**config.mk**
```make
export PLATFORM = sky130hd
export DESIGN_NAME = if_fetch_queue_flat
export DESIGN_NICKNAME = d
export VERILOG_FILES = /design/src/rtl/if_fetch_queue_if.sv /design/src/rtl/if_fetch_queue.sv /design/src/flat_wrapper.sv
export SDC_FILE = /design/constraint.sdc
export NUM_CORES = 1
export LEC_CHECK = 0
export BUFFER_PORTS_ARGS = -buffer_cell sky130_fd_sc_hd__buf_2
export CORE_MARGIN = 1.5
export CORE_UTILIZATION = 45
export DETAILED_ROUTE_END_ITERATION = 8
export GPL_ROUTABILITY_DRIVEN = 0
export PLACE_DENSITY = 0.63
export SKIP_LAST_GASP = 1
export SYNTH_ARGS = -nofsm -noshare
export SYNTH_HDL_FRONTEND = slang
export SYNTH_SLANG_ARGS = --single-unit
```
**constraint.sdc**
```tcl
create_clock -name clk -period 3.35 [get_ports clk]
set_input_delay 0.335 -clock clk [delete_from_list [all_inputs] [get_ports clk]]
set_output_delay 0.335 -clock clk [all_outputs]
set_load 0.03 [all_outputs]
```
**src/rtl/if_fetch_queue_if.sv**
```systemverilog
// Bus and pipeline-control bundle for the IF fetch queue.
// The master side is the queue itself; the slave side is the bus/controller environment.
interface if_fetch_queue_if #(
  parameter int ADDR_W = 30,
  parameter int DATA_W = 32,
  parameter int DEPTH  = 4
);
  localparam int OCC_W = $clog2(DEPTH) + 1;

  logic [ADDR_W-1:0] fetch_addr;
  logic              fetch_req;
  logic [DATA_W-1:0] insn;
  logic              fetch_rdy;
  logic              stall;
  logic              flush;
  logic [ADDR_W-1:0] new_pc;
  logic              br_taken;
  logic [ADDR_W-1:0] br_addr;
  logic [ADDR_W-1:0] if_pc;
  logic [DATA_W-1:0] if_insn;
  logic              if_en;
  logic [OCC_W-1:0]  occupancy;
  logic              full;

  modport master (
    output fetch_addr, fetch_req, if_pc, if_insn, if_en, occupancy, full,
    input  insn, fetch_rdy, stall, flush, new_pc, br_taken, br_addr
  );

  modport slave (
    input  fetch_addr, fetch_req, if_pc, if_insn, if_en, occupancy, full,
    output insn, fetch_rdy, stall, flush, new_pc, br_taken, br_addr
  );
endinterface

```
**src/rtl/if_fetch_queue.sv**
```systemverilog
// IF-stage fetch queue: owns the fetch PC, buffers fetched {pc, insn} pairs in a
// circular store and presents the oldest one to ID as the IF/ID register.
module if_fetch_queue #(
  parameter int                   ADDR_W       = 30,
  parameter int                   DATA_W       = 32,
  parameter int                   DEPTH        = 4,
  parameter logic [ADDR_W-1:0]    RESET_VECTOR = '0,
  parameter logic [DATA_W-1:0]    NOP_INSN     = '0
) (
  input  logic                clk,
  input  logic                reset,
  if_fetch_queue_if.master    bus
);
  localparam int PTR_W = $clog2(DEPTH);
  localparam int OCC_W = PTR_W + 1;

  logic [ADDR_W-1:0] r_fetch_pc;
  logic [PTR_W-1:0]  r_wptr;
  logic [PTR_W-1:0]  r_rptr;
  logic [OCC_W-1:0]  r_occ;
  logic [ADDR_W-1:0] r_pc_mem   [DEPTH];
  logic [DATA_W-1:0] r_insn_mem [DEPTH];

  logic              w_full;
  logic              w_fetch_req;
  logic              w_if_en;
  logic              w_redirect;
  logic [ADDR_W-1:0] w_target;
  logic              w_push;
  logic              w_pop;

  assign w_full      = (r_occ == OCC_W'(DEPTH));
  assign w_fetch_req = !w_full;
  assign w_if_en     = (r_occ != '0);

  // A stalled ID stage freezes the pipeline, so redirects wait until it releases.
  assign w_redirect = !bus.stall && (bus.flush || bus.br_taken);
  assign w_target   = bus.flush ? bus.new_pc : bus.br_addr;
  assign w_push     = w_fetch_req && bus.fetch_rdy && !w_redirect;
  assign w_pop      = !bus.stall && w_if_en && !w_redirect;

  always_ff @(posedge clk or negedge reset) begin
    if (!reset) begin
      r_fetch_pc <= RESET_VECTOR;
      r_wptr     <= '0;
      r_rptr     <= '0;
      r_occ      <= '0;
    end else if (w_redirect) begin
      r_fetch_pc <= w_target;
      r_wptr     <= '0;
      r_rptr     <= '0;
      r_occ      <= '0;
    end else begin
      if (w_push) begin
        r_fetch_pc <= r_fetch_pc + ADDR_W'(1);
        r_wptr     <= r_wptr + PTR_W'(1);
      end
      if (w_pop) begin
        r_rptr <= r_rptr + PTR_W'(1);
      end
      case ({w_push, w_pop})
        2'b10:   r_occ <= r_occ + OCC_W'(1);
        2'b01:   r_occ <= r_occ - OCC_W'(1);
        default: r_occ <= r_occ;
      endcase
    end
  end

  // Storage carries no reset; entries are only meaningful below the occupancy count.
  always_ff @(posedge clk) begin
    if (w_push) begin
      r_pc_mem[r_wptr]   <= r_fetch_pc;
      r_insn_mem[r_wptr] <= bus.insn;
    end
  end

  assign bus.fetch_addr = r_fetch_pc;
  assign bus.fetch_req  = w_fetch_req;
  assign bus.full       = w_full;
  assign bus.occupancy  = r_occ;
  assign bus.if_en      = w_if_en;
  assign bus.if_pc      = w_if_en ? r_pc_mem[r_rptr]   : r_fetch_pc;
  assign bus.if_insn    = w_if_en ? r_insn_mem[r_rptr] : NOP_INSN;
endmodule

```
**src/flat_wrapper.sv**
```systemverilog
// flat-port wrapper written by rule: the top's interface ports become plain ports
module if_fetch_queue_flat 
#(
  parameter int                   ADDR_W       = 30,
  parameter int                   DATA_W       = 32,
  parameter int                   DEPTH        = 4,
  parameter logic [ADDR_W-1:0]    RESET_VECTOR = '0,
  parameter logic [DATA_W-1:0]    NOP_INSN     = '0
)
  (clk, reset, bus_fetch_addr, bus_fetch_req, bus_if_pc, bus_if_insn, bus_if_en, bus_occupancy, bus_full, bus_insn, bus_fetch_rdy, bus_stall, bus_flush, bus_new_pc, bus_br_taken, bus_br_addr);
  if_fetch_queue_if #(.ADDR_W(ADDR_W), .DATA_W(DATA_W), .DEPTH(DEPTH)) bus_i ();
  input  logic clk;
  input  logic reset;
  output wire logic [$bits(bus_i.fetch_addr)-1:0] bus_fetch_addr;
  output wire logic [$bits(bus_i.fetch_req)-1:0] bus_fetch_req;
  output wire logic [$bits(bus_i.if_pc)-1:0] bus_if_pc;
  output wire logic [$bits(bus_i.if_insn)-1:0] bus_if_insn;
  output wire logic [$bits(bus_i.if_en)-1:0] bus_if_en;
  output wire logic [$bits(bus_i.occupancy)-1:0] bus_occupancy;
  output wire logic [$bits(bus_i.full)-1:0] bus_full;
  input wire logic [$bits(bus_i.insn)-1:0] bus_insn;
  input wire logic [$bits(bus_i.fetch_rdy)-1:0] bus_fetch_rdy;
  input wire logic [$bits(bus_i.stall)-1:0] bus_stall;
  input wire logic [$bits(bus_i.flush)-1:0] bus_flush;
  input wire logic [$bits(bus_i.new_pc)-1:0] bus_new_pc;
  input wire logic [$bits(bus_i.br_taken)-1:0] bus_br_taken;
  input wire logic [$bits(bus_i.br_addr)-1:0] bus_br_addr;
  assign bus_fetch_addr = bus_i.fetch_addr;
  assign bus_fetch_req = bus_i.fetch_req;
  assign bus_if_pc = bus_i.if_pc;
  assign bus_if_insn = bus_i.if_insn;
  assign bus_if_en = bus_i.if_en;
  assign bus_occupancy = bus_i.occupancy;
  assign bus_full = bus_i.full;
  assign bus_i.insn = bus_insn;
  assign bus_i.fetch_rdy = bus_fetch_rdy;
  assign bus_i.stall = bus_stall;
  assign bus_i.flush = bus_flush;
  assign bus_i.new_pc = bus_new_pc;
  assign bus_i.br_taken = bus_br_taken;
  assign bus_i.br_addr = bus_br_addr;
  if_fetch_queue #(.ADDR_W(ADDR_W), .DATA_W(DATA_W), .DEPTH(DEPTH), .RESET_VECTOR(RESET_VECTOR), .NOP_INSN(NOP_INSN)) u_core (.clk(clk), .reset(reset), .bus(bus_i));
endmodule
```
# Yosys cells after proc, flatten, opt, wreduce, memory -nomap -nowiden
# Memory sizes are Yosys's and may differ from the RTL's.
# Cells that the tools add are included.
# word_totals
out_inout_bits	98
memories	2
ramBits	248
word_cells	40
in_bits	98
ff_bits	37
# op_classes
eq_ne	3
reduce_logical	13
addsub	5
muxes	13
# mem_list
memory	words	word_bits	read_ports	rd_ports_with_merged_regs	wr	line	text
u_core.r_insn_mem	4	32	1	0	1	if_fetch_queue.sv:22	logic [DATA_W-1:0] r_insn_mem [DEPTH];
u_core.r_pc_mem	4	30	1	0	1	if_fetch_queue.sv:21	logic [ADDR_W-1:0] r_pc_mem [DEPTH];
# op_table
cell	count
$mux W30	4
$mux W32	1
$add A30 B1 Y30 const B	1
$mux W2	4
$pmux W3 S2	1
$reduce_bool A3 Y1	2
$logic_and A1 B1 Y1	5
$add A2 B1 Y2 const B	2
$reduce_bool A2 Y1	2
$add A3 B1 Y3 const B	1
$eq A3 B3 Y1 const B	1
$logic_not A1 Y1	3
$mux W3	1
$sub A3 B1 Y3 const B	1
$eq A2 B1 Y1 const B	1
$eq A2 B2 Y1 const B	1
$mux W1	2
$logic_or A1 B1 Y1	1

# Logic depth before layout (Yosys ltp)
# Gate-level depths: netlist of run 1.
# logic_depth
depth_word	7
depth_mapped	10
depth_no_buf	8

# Worst setup path before layout of run 1
# No wires, ideal clock.
# synth_timing
kind	reg-to-reg
from	reg u_core.r_occ[0] (netlist: u_core.bus.occupancy[0])
to	mem u_core.r_insn_mem[0][0], enable pin
required_ns	2.923
arrival_time_ns	2.865
stages_incl_launch_ff	6
path_slack_ns	0.058
setup_time_ns	0.427
n_path_buf	2
synth_period_minus_slack_ns	3.292
path_cell_list	dfrtp_1 > or3b_1 > buf_6 > and2_1 > clkbuf_1 > and3_1
# synth_between
elab_chain_len	6
# synth_lines
item	line	text
start, declared	if_fetch_queue.sv:20	logic [OCC_W-1:0] r_occ;
start signal, assigned	if_fetch_queue.sv:62	2'b10: r_occ <= r_occ + OCC_W'(1);
start signal, assigned	if_fetch_queue.sv:63	2'b01: r_occ <= r_occ - OCC_W'(1);
start signal, assigned	if_fetch_queue.sv:64	default: r_occ <= r_occ;
$eq A3 B3 Y1	if_fetch_queue.sv:32	assign w_full = (r_occ == OCC_W'(DEPTH));
$logic_not A1 Y1	if_fetch_queue.sv:33	assign w_fetch_req = !w_full;
via bus_fetch_req	flat_wrapper.sv:15	output wire logic [$bits(bus_i.fetch_req)-1:0] bus_fetch_req;
$logic_and A1 B1 Y1 (2 in series)	if_fetch_queue.sv:39	assign w_push = w_fetch_req && bus.fetch_rdy && !w_redirect;
$mux W1	if_fetch_queue.sv:71	if (w_push) begin
$mux W1 (not written as such)	if_fetch_queue.sv:73	r_insn_mem[r_wptr] <= bus.insn;
end, declared	if_fetch_queue.sv:22	
# The timed path passes the listed nets, and every way through them passes these cells.

# Worst setup path in the final report of run 1
# layout_timing
from	reg u_core.r_occ[1] (netlist: u_core.bus.occupancy[1])
to	out bus_if_pc[21]
# layout_between
elab_chain_len	2
# layout_lines
item	line	text
$reduce_bool A3 Y1	if_fetch_queue.sv:34	assign w_if_en = (r_occ != '0);
$mux W30	if_fetch_queue.sv:82	assign bus.if_pc = w_if_en ? r_pc_mem[r_rptr] : r_fetch_pc;
end, declared	flat_wrapper.sv:16	output wire logic [$bits(bus_i.if_pc)-1:0] bus_if_pc;
# Every way passes these cells.

==> results of run 1 <==
[metal layers]
| layer | global-route usage [%] | share of wire, % |
|---|---|---|
| met1 | 28.8 | 47 |
| met2 | 30.5 | 45 |
| met3 | 3.75 | 6.8 |
| met4 | 3.32 | 1.1 |
| met5 | 0 | 0 |
[cell usage after synthesis (6+ instances only)]
| cell type | instances | area share, % |
|---|---|---|
| a211oi_1 | 25 | 1.5 |
| a21oi_1 | 12 | 0.50 |
| a31oi_1 | 18 | 0.93 |
| and2_1 | 34 | 1.8 |
| buf_1 | 7 | 0.22 |
| clkbuf_1 | 33 | 1.0 |
| dfrtp_1 | 37 | 7.6 |
| edfxtp_1 | 248 | 61 |
| inv_1 | 10 | 0.31 |
| mux2_2 | 26 | 2.4 |
| mux2i_1 | 6 | 0.50 |
| mux4_2 | 62 | 12 |
| nand2_1 | 22 | 0.68 |
| nand3_1 | 12 | 0.50 |
| nand4_1 | 10 | 0.52 |
| nor2_1 | 11 | 0.34 |
| nor2b_1 | 26 | 1.3 |
| nor3_1 | 6 | 0.25 |
| o211ai_1 | 6 | 0.37 |
| o21ai_0 | 14 | 0.58 |
| o31ai_1 | 8 | 0.50 |
| or3_1 | 6 | 0.31 |
| or4_1 | 15 | 0.93 |
| xnor2_1 | 9 | 0.65 |
[power groups by stage]
| stage | clock [mW] | sequential (mW) | combinational [mW] |
|---|---|---|---|
| after CTS | 3.70 | 4.70 | 3.40 |
| after global placement | 0 | 4.75 | 3.38 |
| after floorplan | 0 | 4.82 | 2.23 |
| final | 3.63 | 4.70 | 3.34 |
| after global routing | 3.85 | 4.75 | 3.58 |
| after detailed placement | 0 | 4.77 | 3.39 |
[worst reg2reg max path, delay by kind of cell, from the launching register on]
family,cells,cell delay [ps]
compound gates,2,310
simple gates,4,1170
buf+inv,1,100
flops,1,450
fa+ha+maj,1,390
[metrics by stage]
step | setup WS, ps | area, um2
after CTS | 281 | 14700
final | 313 | 14700
after floorplan | 57.7 | 12100
after detailed placement | 859 | 13600
after global placement | 850 | 13600
after global routing | 183 | 14700
[state kept, by name, indices dropped and copies added (netlist names)]
| signal | flops |
|---|---|
| u_core.r_insn_mem | 128 |
| u_core.bus.fetch_addr | 30 |
| u_core.r_wptr | 2 |
| u_core.r_pc_mem | 120 |
| u_core.r_rptr | 2 |
| u_core.bus.occupancy | 3 |
[layout make-up]
type,instances,area (um2),share of cell area (%)
Sequential cell,285,8380,57.0
Timing Repair Buffer,211,1200,8.17
Clock inverter,12,214,1.46
Multi-Input combinational cell,367,3540,24.1
Clock buffer,44,905,6.15
Inverter,11,41.3,0.281
Tap cell,335,419,2.85
[worst min-delay path by stage]
stage	start	end	cells after the start	slack, ps
global route	bus_insn[10]	u_core.r_insn_mem[2][10]$_DFFE_PP_	1	9
CTS	bus_insn[20]	u_core.r_insn_mem[1][20]$_DFFE_PP_	1	0.4
detailed placement	reset	u_core.bus.fetch_addr[7]$_DFFE_PN0P_	1	510
finish	bus_insn[25]	u_core.r_insn_mem[0][25]$_DFFE_PP_	1	20
floorplan	reset	u_core.bus.fetch_addr[0]$_DFFE_PN0P_	0	40
global placement	reset	u_core.bus.fetch_addr[5]$_DFFE_PN0P_	1	500
[placed cells by master, fill, tap and decap left out, drive strengths merged, types with 14 or more instances in the layout]
| cell type | netlist | layout |
|---|---|---|
| edfxtp | 248 | 248 |
| buf | 14 | 209 |
| mux4 | 62 | 62 |
| clkbuf | 33 | 44 |
| dfrtp | 37 | 37 |
| and2 | 34 | 34 |
| mux2 | 26 | 26 |
| nor2b | 26 | 26 |
| a211oi | 25 | 25 |
| nand2 | 22 | 22 |
| a31oi | 18 | 18 |
| or4 | 15 | 15 |
| o21ai | 14 | 14 |
[cells by family (layout without fill, tap and decap cells)]
kind of cell	Yosys count	count (layout)	share of synthesized area, %
flops	285	285	69.1
simple gates	162	162	7.86
compound gates	94	94	5.15
mux	94	94	14.4
buf+inv	58	278	1.94
xor+xnor	11	11	0.795
fa+ha+maj	6	6	0.682
==> summary.txt, run 1 <==
status = finished clean
Worst path slowest cell = or3_2
Antenna diodes = 0
reg2reg start = u_core.bus.occupancy[1]$_DFFE_PN0P_
Worst R2R Setup Slack = 850 ps
worst skew pair latency = 530 ps
cts-stage hold buffer count = 2
largest net degree at the start of global routing = 58
starting DRC count in detailed routing = 569
FFs w/ async S/R, synth = 13.0%
Routed Antenna Nets = 0
Pwr Density = 794 mW/mm2
Synth cell types = 50
Pre-antenna DRT Iters = 4
worst-margin pin slew = 894 ps
fillers = 2,064
Root Buffer = clkbuf_16
worst reg2reg path depth = 8
Cells after Synth = 710
Resize count post-CTS = 0
CTS Buf Count = 30
max cap viols = 0
final period utilization = 90.6%
placed cell count = 1,207
# Post-CTS Setup Buffers = 0
Reg clk slew, reported paths = 60 ps
Die Area = 0.0279 mm2
Final #Nets = 1,010
Residual DRC = 0
Post-synth top flop = edfxtp_1
minimum clock period = 3040 ps
Pint = 7.92 mW
crit path buf inv count = 2
CP startpoint kind = flip-flop
vias = 7,167
family with the most delay on the worst path = simple AND/OR/NAND/NOR gates
CP Max Fanout = 54
Max stage delay on crit path = 740 ps
Rows = 59
final-report setup violation count = 0
Post-synth EDFFs = 248
WP data required = 3010 ps
Die H = 167 um
Final Hold Viols = 0
CTS tree = built
crit path kind = reg2out
beginning of the critical path = u_core.bus.occupancy[1]$_DFFE_PN0P_
Num Clock Sinks = 285
die width = 167 um
Comb power frac = 28.6%
number of I/O pins = 196
Post-Syn Nets = 814
layout cells sized above 1 = 38.8%
Reg-to-Reg End = u_core.bus.occupancy[2]$_DFFE_PN0P_
slew margin rel. = 40.4%
wire length per cell = 21.3 um
global-route wire length before repair = 41,700 um
Initial Util = 46.2%
CP Data Arrival Time = 2700 ps
syn avg cell area = 17.1 um2
Clock power frac = 31.1%
standby leakage power = 5.10 nW
H-Tree Depth = 1
Longest Clk Path Bufs = 3
area growth from synthesis to layout = 21.3%
grt total ovfl = 0
worst vdd ir = 0.386 mV
drt total wl = 26,900 um
initial antenna violation count = 0
FMAX = 0.329 GHz
core footprint = 0.0262 mm2
Max Slew Vio Count = 0
RSZ-0062 raised after global routing = no
skew final = 8.89 ps
worst hold slack = 17.7 ps
sequential group share of total power = 40.2%
Net Sw Frac = 32.2%
worst min path class = in2reg
Pwr Total = 11.7 mW
Worst Setup End Kind = primary output
Via density = 5.67
P_sw = 3.75 mW
Crit path depth = 4
DP HPWL = 17,100 um
PortBufs = 195
Fin Setup TNS = 0 ps
gr usage total = 19.4%
worst setup path endpoint = bus_if_pc[21]
fin cells = 1,265
vias in the first global route = 7,143
Post-Syn Area = 0.0121 mm2
register area share after synthesis = 69.1%
#FFs+latches synth = 285
Final Util = 56.1%
yosys warns = 0
worst-path cell chain = or3_2 > buf_12 > o21ai_0 > buf_2
No activity file was read; power rests on OpenSTA's default activity.
==> run 2: changes to the inputs <==
Settings changed: GPL_TIMING_DRIVEN from default to 0.
Clock period 3.35 ns to 3.9 ns, I/O delays scaled along.
==> summary.txt, run 2 (synthesized netlist as in run 1, its figures left out) <==
status = finished clean (unchanged)
dpl ws = 698 ps (was 859 ps)
wire length per cell = 20.8 um (was 21.3 um)
starting DRC count in detailed routing = 592 (was 569)
Pwr Density = 667 mW/mm2 (was 794 mW/mm2)
Initial Util = 46.2% (unchanged)
Die H = 167 um (unchanged)
final period utilization = 86.1%
Resize count post-CTS = 0 (unchanged)
CP startpoint kind = flip-flop (unchanged)
worst setup margin = 540 ps (was 313 ps)
Reg clk slew, reported paths = 60 ps (about the same)
worst skew pair latency = 550 ps (was 530 ps)
Final Hold Viols = 0 (unchanged)
initial antenna violation count = 0 (unchanged)
H-Tree Depth = 1 (unchanged)
worst min path class = in2reg (unchanged)
family with the most delay on the worst path = buffers and inverters (was simple AND/OR/NAND/NOR gates)
Rows = 59 (unchanged)
leading cell types in the layout, fill and taps excluded = 248 x edfxtp_1, 198 x buf_2, 62 x mux4_2, 43 x clkbuf_1, 37 x dfrtp_1 (was 248 x edfxtp_1, 195 x buf_2, 62 x mux4_2, 35 x dfrtp_1, 34 x and2_1)
Worst Setup End Kind = primary output (unchanged)
crit path buf inv count = 3 (was 2)
cts-stage hold buffer count = 1 (was 2)
CP Max Fanout = 10 (was 54)
FMAX = 0.298 GHz
max reg flops = 128 (unchanged)
die width = 167 um (unchanged)
worst-margin pin slew = 973 ps (was 894 ps)
Antenna diodes = 0 (unchanged)
crit path kind = reg2out (unchanged)
max cap viols = 0 (unchanged)
Root Buffer = clkbuf_16 (unchanged)
area growth from synthesis to layout = 20.6% (was 21.3%)
number of I/O pins = 196 (unchanged)
minimum clock period = 3360 ps
skew final = 12.9 ps (was 8.89 ps)
WP data required = 3510 ps (was 3010 ps)
CP Data Arrival Time = 2970 ps (was 2700 ps)
Worst R2R Setup Slack = 710 ps (was 850 ps)
Residual DRC = 0 (unchanged)
vias = 7,237 (was 7,167)
CTS Buf Count = 30 (unchanged)
commonest non-fill, non-tap cell in the layout = edfxtp_1 (unchanged)
Max Slew Vio Count = 0 (unchanged)
PortBufs = 193 (was 195)
Final #Nets = 1,044 (was 1,010)
Max stage delay on crit path = 700 ps (was 740 ps)
RSZ-0062 raised after global routing = no (unchanged)
vias in the first global route = 7,307 (was 7,143)
Pwr Total = 9.74 mW (was 11.7 mW)
global-route wire length before repair = 42,100 um (was 41,700 um)
Die Area = 0.0279 mm2 (unchanged)
slew margin rel. = 35.2% (was 40.4%)
DP HPWL = 18,100 um (was 17,100 um)
# Post-CTS Setup Buffers = 0 (unchanged)
Num Clock Sinks = 285 (unchanged)
drt total wl = 27,000 um (was 26,900 um)
worst vdd ir = 0.344 mV (was 0.386 mV)
Routed Antenna Nets = 0 (unchanged)
gr usage total = 19.7% (was 19.4%)
layout cells sized above 1 = 35.8% (was 38.8%)
Worst path slowest cell = clkbuf_1 (was or3_2)
CTS tree = built (unchanged)
Longest Clk Path Bufs = 3 (unchanged)
largest net degree at the start of global routing = 41 (was 58)
worst-path cell chain = or3_1 > clkbuf_1 > clkbuf_1 > mux2_2 > buf_2 (was or3_2 > buf_12 > o21ai_0 > buf_2)
Via density = 5.57 (was 5.67)
grt total ovfl = 0 (unchanged)
final-report setup violation count = 0 (unchanged)
Pre-antenna DRT Iters = 6 (was 4)
CP dominant cell by count = clkbuf_1
Biggest register = u_core.r_insn_mem (unchanged)
standby leakage power = 5.03 nW (was 5.10 nW)
core footprint = 0.0262 mm2 (unchanged)
run 2: cell types whose count changed in the layout (fill, tap and decap cells not counted), sizes merged:
cell,previous run,this run
clkinvlp,0,2
bufinv,6,2
inv,12,11
dlygate4sd3,2,1
clkbuf,44,80
buf,209,211
run 2: routing by layer:
metal,GRT usage (%),routed length [um]
met1,27.7,12000
met3,3.35,1770
met2,32.4,12800
met4,4.03,410
met5,0,0
run 2: worst paths after layout:
kind / startpoint / cells past startpoint / endpoint
worst max-delay path: u_core.bus.occupancy[1]$_DFFE_PN0P_ / 5 / bus_if_pc[28]
worst min-delay path: bus_insn[8] / 1 / u_core.r_insn_mem[0][8]$_DFFE_PP_
worst max register to register: u_core.bus.occupancy[1]$_DFFE_PN0P_ / 10 / u_core.bus.occupancy[2]$_DFFE_PN0P_
worst min register to register: u_core.bus.fetch_addr[22]$_DFFE_PN0P_ / 0 / u_core.r_pc_mem[3][22]$_DFFE_PP_
max in group asynchronous: reset / 2 / u_core.bus.fetch_addr[20]$_DFFE_PN0P_
min in group asynchronous: reset / 2 / u_core.bus.fetch_addr[3]$_DFFE_PN0P_
run 2: per-stage QoR:
stage | hold slack, ps | TNS, ps | utilization [%] | std cells | instance area (um2)
finish | 57.4 | 0 | 55.8 | 1299 | 14600
global route | 40.5 | 0 | 55.8 | 1299 | 14600
CTS | 38.4 | 0 | 55.8 | 1299 | 14600
detailed placement | 536 | 0 | 51.9 | 1242 | 13600
global placement | 524 | -186350 | 51.5 | 1238 | 13500
floorplan | 94.4 | 0 | - | 710 | 12100
run 2: cell type report:
class                      instances  area [um2]
fill                            2117       11600
sequential                       285        8370
multi-input combinational        367        3520
timing repair buffer             198        1060
clock buffer                      47         896
tap                              335         419
buffer                            47         194
clock inverter                     9         101
inverter                          11        41.3
run 2: report_power, final:
group / internal, mW / switching [mW] / total, mW
Combinational: 1.03 / 1.88 / 2.90
Sequential: 3.76 / 0.259 / 4.02
Clock: 1.70 / 1.11 / 2.81
Total: 6.49 / 3.25 / 9.74
==> run 3: changes to the inputs <==
Settings changed: CORE_ASPECT_RATIO from default to 0.9.
==> summary.txt, run 3 (synthesized netlist as in run 1, its figures left out) <==
status = finished clean (unchanged)
Reg clk slew, reported paths = 60 ps (about the same)
CP startpoint kind = flip-flop (unchanged)
commonest non-fill, non-tap cell in the layout = edfxtp_1 (unchanged)
Clock power frac = 28.2% (was 28.9%)
Die Area = 0.0279 mm2 (about the same)
dpl cell area = 0.0136 mm2 (about the same)
layout cells sized above 1 = 35.7% (was 35.8%)
core footprint = 0.0263 mm2 (was 0.0262 mm2)
initial antenna violation count = 0 (unchanged)
max cap viols = 0 (unchanged)
worst-margin pin slew = 1010 ps (was 973 ps)
Final Util = 55.5% (was 55.8%)
final-report setup violation count = 0 (unchanged)
gr usage total = 20.1% (was 19.7%)
Pint = 6.42 mW (was 6.49 mW)
P_sw = 3.24 mW (was 3.25 mW)
Biggest register = u_core.r_insn_mem (unchanged)
area growth from synthesis to layout = 20.4% (was 20.6%)
Via density = 5.59 (was 5.57)
minimum clock period = 3360 ps (about the same)
Routed Antenna Nets = 0 (unchanged)
Rows = 56 (was 59)
Final #Nets = 1,043 (was 1,044)
CP Data Arrival Time = 2970 ps (about the same)
Pwr Density = 662 mW/mm2 (was 667 mW/mm2)
Max Slew Vio Count = 0 (unchanged)
wire length per cell = 21.0 um (was 20.8 um)
FMAX = 0.298 GHz (about the same)
crit path kind = reg2out (unchanged)
leading cell types in the layout, fill and taps excluded = 248 x edfxtp_1, 198 x buf_2, 62 x mux4_2, 39 x clkbuf_1, 37 x dfrtp_1 (was 248 x edfxtp_1, 198 x buf_2, 62 x mux4_2, 43 x clkbuf_1, 37 x dfrtp_1)
Pre-antenna DRT Iters = 4 (was 6)
standby leakage power = 5.01 nW (was 5.03 nW)
Design Area, Final = 0.0146 mm2 (about the same)
vias in the first global route = 7,240 (was 7,307)
Die H = 159 um (was 167 um)
grt total ovfl = 0 (unchanged)
worst min path class = in2reg (unchanged)
Worst Setup End Kind = primary output (unchanged)
Root Buffer = clkbuf_16 (unchanged)
sequential group share of total power = 41.7% (was 41.3%)
Residual DRC = 0 (unchanged)
PortBufs = 193 (unchanged)
DP HPWL = 18,300 um (was 18,100 um)
number of I/O pins = 196 (unchanged)
die width = 176 um (was 167 um)
skew final = 10.7 ps (was 12.9 ps)
Net Sw Frac = 33.5% (was 33.4%)
max reg flops = 128 (unchanged)
vias = 7,290 (was 7,237)
Initial Util = 46.1% (was 46.2%)
slew margin rel. = 32.8% (was 35.2%)
starting DRC count in detailed routing = 477 (was 592)
Num Clock Sinks = 285 (unchanged)
WP data required = 3510 ps (about the same)
Longest Clk Path Bufs = 3 (unchanged)
worst hold slack = 65.4 ps (was 57.4 ps)
drt total wl = 27,400 um (was 27,000 um)
worst vdd ir = 0.345 mV (was 0.344 mV)
CTS tree = built (unchanged)
worst skew pair latency = 540 ps (was 550 ps)
Comb power frac = 30.2% (was 29.8%)
Antenna diodes = 0 (unchanged)
final period utilization = 86.2% (was 86.1%)
RSZ-0062 raised after global routing = no (unchanged)
largest net degree at the start of global routing = 54 (was 41)
CP Max Fanout = 10 (unchanged)
CTS Buf Count = 29 (was 30)
Final Hold Viols = 0 (unchanged)
Resize count post-CTS = 0 (unchanged)
global-route wire length before repair = 42,400 um (was 42,100 um)
H-Tree Depth = 1 (unchanged)
==> run 3: cell type report <==
type | instances | area, um2
fill | 2093 | 11700
clock inverter | 14 | 178
buffer | 47 | 194
tap | 348 | 435
sequential | 285 | 8370
multi-input combinational | 367 | 3520
clock buffer | 35 | 748
timing repair buffer | 198 | 1090
inverter | 11 | 41.3
==> run 3: worst max-delay path, stage by stage (launching register included) <==
cell and delay (ps):
dfrtp_1 380, buf_1 620, buf_2 420, mux4_2 540, nand2_1 70, o21ai_0 170
buf_2 240
==> run 3: layer usage <==
layer / GRT usage (%) / routed length [um]
met3: 4.11 / 1950
met4: 3.83 / 370
met5: 0 / 0
met2: 32.2 / 12700
met1: 28.8 / 12400
==> run 3: timing repair <==
item,CTS,global route
hold buffers,1,0
hold endpoints to repair,37,0
setup endpoints to repair,0,0
setup buffers,0,0
==> run 3: power by group through the flow <==
| stage | sequential, mW | combinational, mW | clock, mW |
|---|---|---|---|
| finish | 4.02 | 2.91 | 2.72 |
| global placement | 4.11 | 2.89 | 0 |
| global route | 4.07 | 3.14 | 2.90 |
| detailed placement | 4.09 | 2.96 | 0 |
| floorplan | 4.14 | 1.92 | 0 |
| CTS | 4.03 | 2.97 | 2.78 |
==> run 3: worst paths after layout <==
check | slack (ps) | endpoint | start | cells past startpoint
setup / recovery | 540 | bus_if_pc[11] | u_core.r_rptr[0]$_DFFE_PN0P_ | 6
hold / removal | 70 | u_core.r_insn_mem[0][5]$_DFFE_PP_ | bus_insn[5] | 1
setup reg to reg | 810 | u_core.bus.occupancy[2]$_DFFE_PN0P_ | u_core.bus.occupancy[0]$_DFFE_PN0P_ | 10
hold reg to reg | 570 | u_core.r_wptr[1]$_DFFE_PN0P_ | u_core.r_wptr[1]$_DFFE_PN0P_ | 2
max in group asynchronous | 2820 | u_core.bus.fetch_addr[14]$_DFFE_PN0P_ | reset | 2
min in group asynchronous | 520 | u_core.bus.fetch_addr[22]$_DFFE_PN0P_ | reset | 2
==> run 3: metrics by stage <==
stage,TNS (ps),total power [mW],setup slack (ps),cells
2_1_floorplan,0,6.05,608,710
5_1_grt,0,10.1,316,1305
3_5_place_dp,0,7.05,818,1255
3_3_place_gp,-163910,7.00,-709,1251
6_report,0,9.65,539,1305
4_1_cts,0,9.77,422,1305
